<file path="src/rtl/vertex_xform_sched.sv">
// Sequencer for the shared 4x4 matrix_mult: credit-limited vertex issue, in-order result FIFO,
// and a double-buffered transform matrix that is only swapped once the multiplier has drained.
module vertex_xform_sched #(
  parameter int          FIFO_DEPTH = 8,
  parameter logic [31:0] ONE        = 32'h0001_0000
) (
  input  logic          clk_in,
  input  logic          rst_in,
  input  logic          cfg_we_in,
  input  logic [3:0]    cfg_addr_in,
  input  logic [31:0]   cfg_data_in,
  input  logic          cfg_commit_in,
  input  logic          vtx_valid_in,
  output logic          vtx_ready_out,
  input  logic [127:0]  vtx_data_in,
  output logic          mm_valid_out,
  output logic [511:0]  mm_mat_out,
  output logic [127:0]  mm_vec_out,
  input  logic          mm_valid_in,
  input  logic [127:0]  mm_result_in,
  output logic          res_valid_out,
  input  logic          res_ready_in,
  output logic [127:0]  res_data_out,
  output logic          busy_out,
  output logic          err_out,
  output logic [15:0]   vtx_count_out
);

  localparam int AW = $clog2(FIFO_DEPTH);
  localparam int CW = AW + 1;

  typedef enum logic [1:0] {S_RUN, S_DRAIN, S_SWAP} state_t;

  state_t          r_state, w_next_state;
  logic            r_pending, w_next_pending;
  logic [511:0]    r_active, r_shadow;
  logic [CW-1:0]   r_inflight;
  logic            r_mm_valid;
  logic [127:0]    r_mm_vec;
  logic [127:0]    r_mem [FIFO_DEPTH];
  logic [CW-1:0]   r_wr_ptr, r_rd_ptr;
  logic            r_err;
  logic [15:0]     r_count;

  logic [CW-1:0]   w_fifo_count;
  logic [CW:0]     w_credit_used;
  logic            w_empty, w_full, w_vtx_ready, w_vtx_hs;
  logic            w_spurious, w_push, w_pop, w_swap;

  function automatic logic [511:0] identity_mat();
    logic [511:0] m;
    m = '0;
    for (int r = 0; r < 4; r++) m[r*160 +: 32] = ONE;
    return m;
  endfunction

  // Outstanding work is everything issued but not yet popped; that bounds the FIFO.
  assign w_fifo_count  = r_wr_ptr - r_rd_ptr;
  assign w_empty       = (r_wr_ptr == r_rd_ptr);
  assign w_full        = (r_wr_ptr[AW] != r_rd_ptr[AW]) && (r_wr_ptr[AW-1:0] == r_rd_ptr[AW-1:0]);
  assign w_credit_used = {1'b0, r_inflight} + {1'b0, w_fifo_count};
  assign w_vtx_ready   = (r_state == S_RUN) && (w_credit_used < (CW+1)'(FIFO_DEPTH));
  assign w_vtx_hs      = vtx_valid_in && w_vtx_ready;
  assign w_spurious    = mm_valid_in && (r_inflight == '0);
  assign w_push        = mm_valid_in && !w_spurious;
  assign w_pop         = !w_empty && res_ready_in;
  assign w_swap        = (r_state == S_SWAP);

  always_ff @(posedge clk_in or posedge rst_in) begin
    if (rst_in) begin
      r_state   <= S_RUN;
      r_pending <= 1'b0;
    end else begin
      r_state   <= w_next_state;
      r_pending <= w_next_pending;
    end
  end

  // Commits seen outside RUN are absorbed: the drain already in progress will pick up the shadow.
  always_comb begin
    w_next_state   = r_state;
    w_next_pending = r_pending;
    case (r_state)
      S_RUN: begin
        if (cfg_commit_in || r_pending) begin
          w_next_state   = S_DRAIN;
          w_next_pending = 1'b1;
        end
      end
      S_DRAIN: begin
        if ((r_inflight == '0) && !r_mm_valid) w_next_state = S_SWAP;
      end
      S_SWAP: begin
        w_next_state   = S_RUN;
        w_next_pending = 1'b0;
      end
      default: w_next_state = S_RUN;
    endcase
  end

  always_ff @(posedge clk_in or posedge rst_in) begin
    if (rst_in) begin
      r_active <= identity_mat();
      r_shadow <= identity_mat();
    end else begin
      if (w_swap) r_active <= r_shadow;
      if (cfg_we_in) r_shadow[{cfg_addr_in, 5'd0} +: 32] <= cfg_data_in;
    end
  end

  always_ff @(posedge clk_in or posedge rst_in) begin
    if (rst_in) begin
      r_mm_valid <= 1'b0;
      r_mm_vec   <= '0;
      r_inflight <= '0;
    end else begin
      r_mm_valid <= w_vtx_hs;
      if (w_vtx_hs) r_mm_vec <= vtx_data_in;
      case ({w_vtx_hs, w_push})
        2'b10:   r_inflight <= r_inflight + CW'(1);
        2'b01:   r_inflight <= r_inflight - CW'(1);
        default: r_inflight <= r_inflight;
      endcase
    end
  end

  always_ff @(posedge clk_in) begin
    if (w_push) r_mem[r_wr_ptr[AW-1:0]] <= mm_result_in;
  end

  always_ff @(posedge clk_in or posedge rst_in) begin
    if (rst_in) begin
      r_wr_ptr <= '0;
      r_rd_ptr <= '0;
      r_err    <= 1'b0;
      r_count  <= '0;
    end else begin
      if (w_push) r_wr_ptr <= r_wr_ptr + CW'(1);
      if (w_pop) begin
        r_rd_ptr <= r_rd_ptr + CW'(1);
        r_count  <= r_count + 16'd1;
      end
      if (w_spurious) r_err <= 1'b1;
    end
  end

  a_no_overflow: assert property (@(posedge clk_in) disable iff (rst_in)
    !(w_push && w_full && !w_pop));

  assign vtx_ready_out = w_vtx_ready;
  assign mm_valid_out  = r_mm_valid;
  assign mm_vec_out    = r_mm_vec;
  assign mm_mat_out    = r_active;
  assign res_valid_out = !w_empty;
  assign res_data_out  = r_mem[r_rd_ptr[AW-1:0]];
  assign busy_out      = (r_state != S_RUN) || (r_inflight != '0) || !w_empty;
  assign err_out       = r_err;
  assign vtx_count_out = r_count;

endmodule

</file>
<file path="config.mk">
export PLATFORM = sky130hd
export DESIGN_NAME = vertex_xform_sched
export DESIGN_NICKNAME = d
export VERILOG_FILES = /design/src/rtl/vertex_xform_sched.sv
export SDC_FILE = /design/constraint.sdc
export NUM_CORES = 2
export LEC_CHECK = 0
export ABC_AREA = 1
export CORE_MARGIN = 2
export CORE_UTILIZATION = 30
export DETAILED_ROUTE_END_ITERATION = 8
export GPL_TIMING_DRIVEN = 0
export SLEW_MARGIN = 20
export SYNTH_ARGS = -nofsm -noshare
export SYNTH_HDL_FRONTEND = slang
export SYNTH_SLANG_ARGS = --single-unit
</file>
<file path="constraint.sdc">
create_clock -name clk_in -period 85 [get_ports clk_in]
set_input_delay 12.75 -clock clk_in [delete_from_list [all_inputs] [get_ports clk_in]]
set_output_delay 12.75 -clock clk_in [all_outputs]
set_load 0.01 [all_outputs]
</file>
==> flow_summary.ini <==
[clock_tree]
post-cts-setup-buffers = 0
htree_levels = 4
clkTransAtPathRegs_ns = 0.06
cts_buffers = 234
clockBufferDepth = 4
root_buffer = clkbuf_16
cts_resized = 0
clk_latency_ns = 0.94
cts_tree = done
ctsHoldBuffers = 0
cts_sinks = 2209

[power_and_ir_drop]
irDropWorstVdd_uv = 26.4
netSwitchingFraction_pct = 37.1
powerDensity_mw_per_mm2 = 36.6
p_leak_uw = 0.0461
clkPwrFrac_pct = 25.9
seq_power_share_pct = 38.6
p_int_uw = 2530
power_switching_uw = 1490
combPwrFrac_pct = 35.5

[layout]
fin_cells = 13300
final_area_mm2 = 0.110
nets = 9656
syn_to_final_growth_pct = 29.9
drive_above_1_share_pct = 6.36

[drt]
wl_met2_mm = 167
drt-met1-wl_mm = 134
wl_met3_mm = 34.2
drtIter0Drc = 7606
wl_per_cell_um = 26.4
top_layer_used = met5
drc_errors = 0
vias_per_cell = 4.97
routed_wl_mm = 352
firstDrtPassIters = 6
postRouteAntennaNets = 0
vias = 66100

[run_status]
status = complete, no violations

[synth]
synth_warnings = 0
synth_ff_type = dfrtp_1
synth_area_mm2 = 0.0845
synth_cell_types = 34
yosys.area.top_type = edfxtp_1
ys_seq_elements = 2209
synth-edff-count = 1024
netlist_instances = 7932
synth-async-reset-ratio_pct = 53.6
yosysSeqAreaShare_pct = 71.5
synth_area_leaders = edfxtp_1 (36%), dfrtp_1 (35%), nand2_1 (14%)
netlist.area_leader.share_pct = 36.4
syn_nets = 8248
synth_most_common_cell = nand2_1
avgSynthCellArea_um2 = 10.7
synthTopCellsByCount = nand2_1 (3,085), dfrtp_1 (1,177), edfxtp_1 (1,024)

[die]
rows = 194
core_area_mm2 = 0.280
die-area_mm2 = 0.286
ios = 1088
start_util_pct = 30.2
die_w_um = 535
die_h_um = 535

[hold_path]
hp-class = flop to flop
hp-start = r_state[1]$_DFFE_PP0P_
min_path_cells = 1

[timing]
fin_setup_tns_ns = 0
fin_skew_ns = 0.0584
hold_viol = 0
rsz0062_at_grt = false
drv_slew = 0
setup-violations-final = 0
slew_headroom_pct = 15.7
worst_pin_slew_ns = 1.27
fmax_mhz = 56.6
finalCritPeriodShare_pct = 20.8
min_period_ns = 17.68

[place]
io_buffers = 1087
gp_congestion = 0.942
dp_cells = 12800
postPlaceCellArea_mm2 = 0.102
hpwl_mm = 271

[critical_path]
reg2reg_depth = 19
r2r-start = r_rd_ptr[1]$_DFFE_PP0P_
cp_slowest_cell = clkbuf_1
path_cells = inv_1 > clkbuf_1 > clkbuf_1 > ha_1 > nand2_1 > o21ai_0 > and2_1 > nor2_1 > ha_1 > nor3_1 > nand2_1 > inv_1 > clkdlybuf4s50_1
endpoint_kind = primary output
critPathMaxFanout = 11
crit_required_ns = 72.25
crit_type = flop to primary output
worstSetupStartpoint = r_rd_ptr[1]$_DFFE_PP0P_
cp-start-kind = flop
slowest_delay_ns = 0.57
arrival_ns = 4.93

[global_routing]
grt_pass1_vias = 63900
grt_max_degree = 113
grt_pass1_wl_mm = 490
grt_usage_pct = 24.0
antenna_found_initial = 105
grt_overflow = 0

[flow_run]
max_cap_viol_count = 0
==> sequential cells by signal, indices dropped and copies added, names as in the netlist, 4 cells and up <==
signal,flops
r_rd_ptr,4
r_mem,1024
r_inflight,4
r_wr_ptr,4
mm_mat_out,512
vtx_count_out,16
r_shadow,512
mm_vec_out,128
==> metal layers <==
metal	vias up	track usage [%]
met5	-	0
li1	29300	-
met1	33000	29.3
met2	3147	39.6
met3	628	6.42
met4	74	10.5
==> final timing paths <==
kind                                                    end  slack (ns)
worst min-delay path                 r_state[1]$_DFFE_PP0P_        0.46
worst max-delay path                          vtx_ready_out       67.32
worst min register to register       r_state[1]$_DFFE_PP0P_        0.46
max in group asynchronous       mm_vec_out[116]$_DFFE_PP0P_       69.26
min in group asynchronous       mm_mat_out[138]$_DFFE_PP0P_       12.30
worst max register to register    r_inflight[3]$_DFFE_PP0P_       79.50
==> final cells by class <==
cell class,instances,area (um2)
fillers,27000,170000
flip-flops and latches,2209,60400
multi-input cells,5082,21600
repair buffers,1172,12600
clock buffers,304,6430
well taps,3724,4660
plain buffers,471,1950
clock inverters,123,1360
inverters,170,646
diodes,58,145
==> cell families (layout without fill, tap and decap cells) <==
family	Yosys count	after routing	share of synthesized area, %
AOI/OAI and AO/OA	1181	1181	7.39
other	0	58	0
DFF	2209	2209	71.5
adders and majority gates	17	17	0.269
and+or+nand+nor	3865	3865	17.6
xor gates and xnor gates	19	19	0.206
buffers and inverters	641	2240	3.05
==> critical path: cells and delay by family, from the launching register on <==
| kind | cells | cell delay (ns) |
|---|---|---|
| AOI/OAI and AO/OA | 1 | 0.09 |
| adders and majority gates | 2 | 0.63 |
| buffers and inverters | 5 | 2.03 |
| DFF | 1 | 0.54 |
| and+or+nand+nor | 5 | 0.73 |
==> stage by stage <==
step,hold slack (ns),setup WS (ns),util (%),total power [uW]
final,0.460,67.32,39.2,4020
after global routing,0.482,67.05,39.2,4190
after CTS,0.459,67.19,39.2,4030
after detailed placement,0.452,68.21,36.4,2990
after global placement,0.422,25.73,35.7,2980
after floorplan,0.412,38.88,-,2130
==> cell usage in the layout, fill, tap and decap left out, types with 34 or more instances in the layout <==
master,Yosys,routed
buf_16,0,34
diode_2,0,58
nand3_1,62,62
nand4_1,69,69
clkbuf_1,337,366
buf_2,116,116
nand2_1,3085,3085
o21ai_0,857,857
inv_1,161,160
edfxtp_1,1024,1024
dfrtp_1,1177,1177
clkinv_1,1,35
nor3_1,52,51
clkinv_2,0,40
clkbuf_16,0,235
o21ai_1,62,62
o22ai_1,256,256
clkdlybuf4s50_1,0,1087
nor2_1,585,577
==> power groups by stage <==
stage	Sequential [uW]	Clock (uW)	Combinational (uW)
after global placement	1600	0	1380
final	1550	1040	1420
after floorplan	1570	0	554
after CTS	1550	1050	1430
after global routing	1570	1090	1530
after detailed placement	1560	0	1420
No activity file was read; power rests on OpenSTA's default activity.
